[src/rtl/ysyx_22050550_pc_ctrl_pkg.sv]
// Shared definitions for the fetch sequencer: FSM encodings, instruction width
// and the reset PC used by both the sequencer and the PC register instance.
package ysyx_22050550_pc_ctrl_pkg;

    typedef enum logic [1:0] {
        FETCH_REQ  = 2'b00,
        FETCH_WAIT = 2'b01,
        FETCH_HOLD = 2'b10
    } fetch_state_e;

    localparam int INST_W = 32;

    localparam logic [63:0] RESET_PC_VAL = 64'h0000_0000_8000_0000;

endpackage

[src/rtl/ysyx_22050550_pc_ctrl_pc_sel.sv]
// Redirect priority mux: a trap beats mret, which beats a taken branch.
// The winning target is passed through untouched.
module ysyx_22050550_pc_sel
    import ysyx_22050550_pc_ctrl_pkg::*;
#(
    parameter int PC_W = 64
) (
    input  logic            trap_valid,
    input  logic [PC_W-1:0] trap_target,
    input  logic            mret_valid,
    input  logic [PC_W-1:0] mret_target,
    input  logic            br_valid,
    input  logic [PC_W-1:0] br_target,
    output logic            redirect,
    output logic [PC_W-1:0] target
);

    always_comb begin
        redirect = trap_valid | mret_valid | br_valid;
        target   = '0;
        if (trap_valid) begin
            target = trap_target;
        end else if (mret_valid) begin
            target = mret_target;
        end else if (br_valid) begin
            target = br_target;
        end
    end

endmodule

[src/rtl/ysyx_22050550_pc_ctrl.sv]
// Fetch sequencer: drives the PC register write port, runs the single-outstanding
// fetch handshake and buffers the fetched instruction for the decode stage.
module ysyx_22050550_pc_ctrl
    import ysyx_22050550_pc_ctrl_pkg::*;
#(
    parameter int            PC_W     = 64,
    parameter logic [PC_W-1:0] RESET_PC = PC_W'(RESET_PC_VAL)
) (
    input  logic              clk,
    input  logic              rst,
    input  logic [PC_W-1:0]   cur_pc,
    output logic              pc_we,
    output logic [PC_W-1:0]   pc_next,
    input  logic              trap_valid,
    input  logic [PC_W-1:0]   trap_target,
    input  logic              mret_valid,
    input  logic [PC_W-1:0]   mret_target,
    input  logic              br_valid,
    input  logic [PC_W-1:0]   br_target,
    output logic              if_req_valid,
    output logic [PC_W-1:0]   if_req_addr,
    input  logic              if_req_ready,
    input  logic              if_rsp_valid,
    input  logic [INST_W-1:0] if_rsp_inst,
    output logic              inst_valid,
    output logic [INST_W-1:0] inst,
    output logic [PC_W-1:0]   inst_pc,
    input  logic              id_ready
);

    fetch_state_e      state, state_nx;
    logic              kill, kill_nx;
    logic [INST_W-1:0] inst_q;
    logic [PC_W-1:0]   inst_pc_q;
    logic              redirect;
    logic [PC_W-1:0]   redir_target;
    logic              handoff;
    logic              req_fire;
    logic              rsp_take;

    ysyx_22050550_pc_sel #(
        .PC_W (PC_W)
    ) u_pc_sel (
        .trap_valid  (trap_valid),
        .trap_target (trap_target),
        .mret_valid  (mret_valid),
        .mret_target (mret_target),
        .br_valid    (br_valid),
        .br_target   (br_target),
        .redirect    (redirect),
        .target      (redir_target)
    );

    always_comb begin
        state_nx     = state;
        kill_nx      = kill;
        if_req_valid = 1'b0;
        inst_valid   = 1'b0;
        pc_we        = 1'b0;
        pc_next      = '0;
        handoff      = 1'b0;
        req_fire     = 1'b0;
        rsp_take     = 1'b0;
        case (state)
            FETCH_REQ: begin
                if_req_valid = ~redirect & ~rst;
                req_fire     = if_req_valid & if_req_ready;
                if (req_fire) begin
                    state_nx = FETCH_WAIT;
                end
            end
            FETCH_WAIT: begin
                // A response that belongs to a redirected-away path is dropped.
                if (if_rsp_valid) begin
                    kill_nx = 1'b0;
                    if (kill | redirect) begin
                        state_nx = FETCH_REQ;
                    end else begin
                        rsp_take = 1'b1;
                        state_nx = FETCH_HOLD;
                    end
                end else if (redirect) begin
                    kill_nx = 1'b1;
                end
            end
            FETCH_HOLD: begin
                inst_valid = ~redirect & ~rst;
                handoff    = inst_valid & id_ready;
                if (redirect | handoff) begin
                    state_nx = FETCH_REQ;
                end
            end
            default: begin
                state_nx = FETCH_REQ;
            end
        endcase

        if (redirect & ~rst) begin
            pc_we   = 1'b1;
            pc_next = redir_target;
        end else if (handoff) begin
            pc_we   = 1'b1;
            pc_next = cur_pc + PC_W'(4);
        end
    end

    always_ff @(posedge clk) begin
        if (rst) begin
            state     <= FETCH_REQ;
            kill      <= 1'b0;
            inst_q    <= '0;
            inst_pc_q <= RESET_PC;
        end else begin
            state <= state_nx;
            kill  <= kill_nx;
            if (req_fire) begin
                inst_pc_q <= cur_pc;
            end
            if (rsp_take) begin
                inst_q <= if_rsp_inst;
            end
        end
    end

    assign if_req_addr = cur_pc;
    assign inst        = inst_q;
    assign inst_pc     = inst_pc_q;

endmodule
[config.mk]
export PLATFORM = sky130hd
export DESIGN_NAME = ysyx_22050550_pc_ctrl
export DESIGN_NICKNAME = d
export VERILOG_FILES = /design/src/rtl/ysyx_22050550_pc_ctrl_pkg.sv /design/src/rtl/ysyx_22050550_pc_ctrl_pc_sel.sv /design/src/rtl/ysyx_22050550_pc_ctrl.sv
export SDC_FILE = /design/constraint.sdc
export NUM_CORES = 1
export LEC_CHECK = 0
export ABC_AREA = 0
export BUFFER_PORTS_ARGS = -buffer_cell sky130_fd_sc_hd__buf_2
export CAP_MARGIN = 20
export CORE_AREA = 10 10 194 196
export CTS_CLUSTER_SIZE = 40
export DETAILED_ROUTE_END_ITERATION = 7
export DIE_AREA = 0 0 204 206
export GPL_TIMING_DRIVEN = 0
export PLACE_DENSITY = 0.59
export SYNTH_ARGS = -nofsm -noshare
export SYNTH_HDL_FRONTEND = slang
export SYNTH_SLANG_ARGS = --single-unit
[constraint.sdc]
create_clock -name clk -period 2.9 [get_ports clk]
set_input_delay 0.29 -clock clk [delete_from_list [all_inputs] [get_ports clk]]
set_output_delay 0.29 -clock clk [all_outputs]
set_load 0.02 [all_outputs]
Yosys cells after proc, flatten, opt, wreduce, memory -nomap -nowiden --
Cells that the tools add are included. Widths: inputs -> output; s select.
Cells by class: $add $sub $neg 1, $mul 0, div/mod/pow operators 0, $lt $le $gt $ge 0, eq/ne operators 5, shifts and indexed selects 0, muxes and demuxes 21, bitwise gates (word level) 10, reductions and logical operators 4
Operator list (number):
- $mux 64 | 5
- $add 64x3->64 const B | 1
- $mux 1 | 11
- $mux 2 | 4
- $ne 2x2->1 const B | 3
- $pmux 2 s3 | 1
- $and 1x1->1 | 4
- $or 1x1->1 | 4
- $reduce_and 3->1 | 1
- $eq 2x1->1 const B | 1
- $eq 2x2->1 const B | 1
- $logic_not 2->1 | 1
- $not 1->1 | 2
- $reduce_and 2->1 | 1
- $reduce_bool 2->1 | 1
Storage, ports and cells: flip-flop bits (word level) 99, bits in latches 0, RAM bits 0, bits in read-only memories 0, input port bits 296, memories kept 0

Logic depth before layout (Yosys ltp) --
depth in word-level cells 8, depth in mapped cells 8, depth with buffers taken out 6

Hierarchy --
A second synthesis with hierarchy kept.
Unflattened totals: cells, all modules 1172, area total of the unflattened synthesis 7852.5 µm²
Modules (own cells, without submodules):
- ysyx_22050550_pc_ctrl | instances 1, cells an instance 880, area each 6118.4 µm²
- ysyx_22050550_pc_sel | instances 1, cells an instance 292, area each 1734.2 µm²

Worst setup path after synthesis --
Ideal clock, no wire load.
path type input port to output port, from input cur_pc[9], to output pc_next[46], arrival 2.090 ns, path slack 0.520 ns, cell stages on the path 6, buffers on the path 1, path through nand4_2 -> or4_1 -> buf_6 -> or2_4 -> or4b_1 -> nand3_1
Between the ends: cells in the longest elaborated chain, start to end 3
RTL lines:
- start: declaration | line ysyx_22050550_pc_ctrl.sv:11 | input logic [PC_W-1:0] cur_pc,
- $add 64x3->64 | line ysyx_22050550_pc_ctrl.sv:103 | pc_next = cur_pc + PC_W'(4);
- $mux 64 | line ysyx_22050550_pc_ctrl.sv:101 | end else if (handoff) begin
- $mux 64 | line ysyx_22050550_pc_ctrl.sv:98 | if (redirect & ~rst) begin
- end: declaration | line ysyx_22050550_pc_ctrl.sv:13 | output logic [PC_W-1:0] pc_next,
Every way passes these cells.

Worst setup path in the final report --
from input cur_pc[12], to output pc_next[49]
The elaborated chain is that of the path after synthesis.

==> results.md <==
- Top sig layer: met4
- RSZ-0062 raised after global routing: no
- Worst Path Required: 2.61 ns
- Synth area leaders: dfxtp_1 (27%), nand2_1 (14%), a21oi_1 (10%)
- Setup-failing EPs final: 0
- WL final: 48.79 mm
- # H-tree levels: 3
- Rows: 68
- Reg clk slew, reported paths: 0.08 ns
- Detailed placement HPWL: 40.32 mm
- Core ar.: ~0.034 mm²
- EDFF count, synth: 0
- Critical Path AT: 2.54 ns
- Antenna viol nets, final: 0
- Fill cell total of the finished layout: about 3800
- First-pass GRT wire length: slightly below 70 mm
- Peak supply drop: 0.2494 mV
- Clk root buf: clkbuf_16
- Clk sink count: between 90 and 100
- Die X: between 200 and 250 µm
- Cell area power density: 342.9 mW/mm²
- Met2 routed WL: between 20 and 25 mm
- CTS max path bufs: 2
- Slew @ Worst Pin: 1.023 ns
- Routed wire per std cell: 23.46 µm
- Power Total: 3.737 mW
- Max-Cap Viols: 0
- Pins Over Slew Limit: 0
- Ys flop type: dfxtp_1
- Largest fanout on the critical path: 10
- Largest area contributor in the netlist: dfxtp_1
- Status: completed
- Crit Path Category: input pin to output port
- Total CTS buffers: 9
- Post-synth cell types: 46
- CTS tree: yes
- Largest net degree at the start of global routing: 19
- Worst hold path type: input pin to register
- Post-Syn Area per Cell: 6.699 µm²
- Residual DRC: 0
- Leakage: 4.911 nW
- Skew-Pair Late Insertion Delay: 0.38 ns
- Slew headroom: a little under a third
- Met3 routed WL: 4.449 mm
- Num ports: 523
- Critical Path Source Type: input pin
- All-layer global routing usage: about 22%
- Max Fclk: 0.3535 GHz
- Ys async rst share: 0%
- Synthesized flop and latch total: roughly 100
- Number of buffers added on ports: 518
- WL met1: 19.17 mm
- Grt total ovfl: 0
- Setup TNS: 0 ns
- Period utilization: 97.54%
- DR iter-0 viols: 696
- Count leader, synth: nand2_1
- Nets: ~1900
- Final min period: 2.829 ns
- GP Congestion: 0.8943
- Syn Inst Count: 1089
- Initial antenna violation count: 7
- Top-area cell type share of the netlist area: 27.17%
- Synthesized cell area: 0.007296 mm²
- Final hold violation count: 0
- Top post-synthesis cells by count: nand2_1 (265), a21oi_1 (146), dfxtp_1 (99), clkbuf_1 (75)
- Via count: 10230
- Syn nets: 1386
- Fin Clk Skew: 0.009274 ns
- Initial DRT Pass Iterations: 5
- Share of cells above drive strength 1: 39.83%
- Crit path capture type: output port
- Hold_buf cts: 0
- Seq/Total Area, Yosys: 27.17%
- Chip height: a little over 200 µm
- Vias per cell: 4.920
- Synth warnings: 0
- Vias in the first global route: 10240
- Die area: 0.04202 mm²
- Syn-to-layout area delta: 49.37%
- Initial core utilization: 21.49%
## layout make-up
| cell class | count | area (µm²) | area share (%) |
|---|---|---|---|
| antenna | 3 | 7.507 | 0.06889 |
| buffer | 156 | 877.1 | 8.048 |
| clock buffer | 9 | 225.2 | 2.067 |
| clock inverter | 6 | 56.30 | 0.5166 |
| inverter | 3 | 11.26 | 0.1033 |
| multi-input combinational | 828 | 4547 | 41.72 |
| sequential | 99 | 1982 | 18.19 |
| tap | 455 | 569.3 | 5.224 |
| timing repair buffer | 521 | 2623 | 24.06 |
## path summary, 6_finish.rpt
check                                   to                startpoint  slack, ns  cells after the start
hold reg to reg   inst_pc[33]$_SDFFE_PP0P_  inst_pc[33]$_SDFFE_PP0P_       0.45                      2
hold / removal           kill$_SDFFE_PP0P_              if_rsp_valid       0.12                      2
setup reg to reg  inst_pc[37]$_SDFFE_PP0P_     state[1]$_SDFFE_PP0P_       0.69                      6
setup / recovery               pc_next[49]                cur_pc[12]       0.07                      9
## per-stage QoR
| step | utilization (%) | cell area (µm²) | worst slack (ns) | std cells | hold slack (ns) |
|---|---|---|---|---|---|
| 2_1_floorplan | - | 7296 | 0.5202 | 1089 | 0.3866 |
| 3_5_place_dp | 30.81 | 10460 | -0.7815 | 2062 | 0.4435 |
| 3_3_place_gp | 30.81 | 10460 | -0.8030 | 2062 | 0.4384 |
| 4_1_cts | 31.82 | 10800 | -0.08433 | 2074 | 0.09746 |
| 6_report | 32.10 | 10900 | 0.07122 | 2080 | 0.1179 |
| 5_1_grt | 32.09 | 10900 | 0.01406 | 2079 | 0.1083 |
## registers in the layout, summed over array words and instances, names as in the netlist
signal / count
inst: 32
inst_pc: 64
kill: 1
state: 2
## layer usage
layer | GRT usage (%) | vias to the layer above
li1 | - | 4854
met1 | 24.44 | 4803
met2 | 38.10 | 521
met3 | 7.132 | 55
met4 | 6.876 | 0
met5 | 0 | -
## power by group
group | switching [mW] | total, mW | internal, mW
Combinational | 0.692 | 1.11 | 0.415
Clock | 0.655 | 1.25 | 0.599
Sequential | 0.00568 | 1.38 | 1.37
## layout by cell type (no fill, tap or decap), types with 18 or more instances in the layout
master    Yosys  layout
clkbuf_1     75      58
xnor2_1      23      23
a21oi_1     146     146
and3_1       19      18
nand3_1      28      27
nand4_1      25      25
nand2_1     265     264
nor2_1       63      63
buf_4        64      66
o21ai_0      22      18
o22ai_1      40      40
a22oi_1      64      64
dfxtp_1      99      99
buf_2         2     523
## timing repair
action | 4_1_cts | 5_1_grt
pin swaps | 0 | 2
resized for setup | 27 | 21
endpoints found under the setup margin | 65 | 29
buffers inserted | 0 | 2
## worst max-delay path: stages
cell,delay [ns]
buf_2,0.18
nand4_1,0.13
or4_4,0.54
buf_6,0.19
buf_6,0.16
nor4_4,0.32
mux2i_2,0.40
o21ai_2,0.12
buf_2,0.18
## logic make-up after synthesis
logic type / after synthesis / synth area share [%]
flops: 99 / 27.17
compound gates: 294 / 24.08
fa+ha+maj: 1 / 0.1715
mux: 9 / 1.303
xor+xnor: 39 / 4.682
simple gates: 485 / 30.63
buf+inv: 162 / 11.97
No activity file was read; power rests on OpenSTA's default activity.
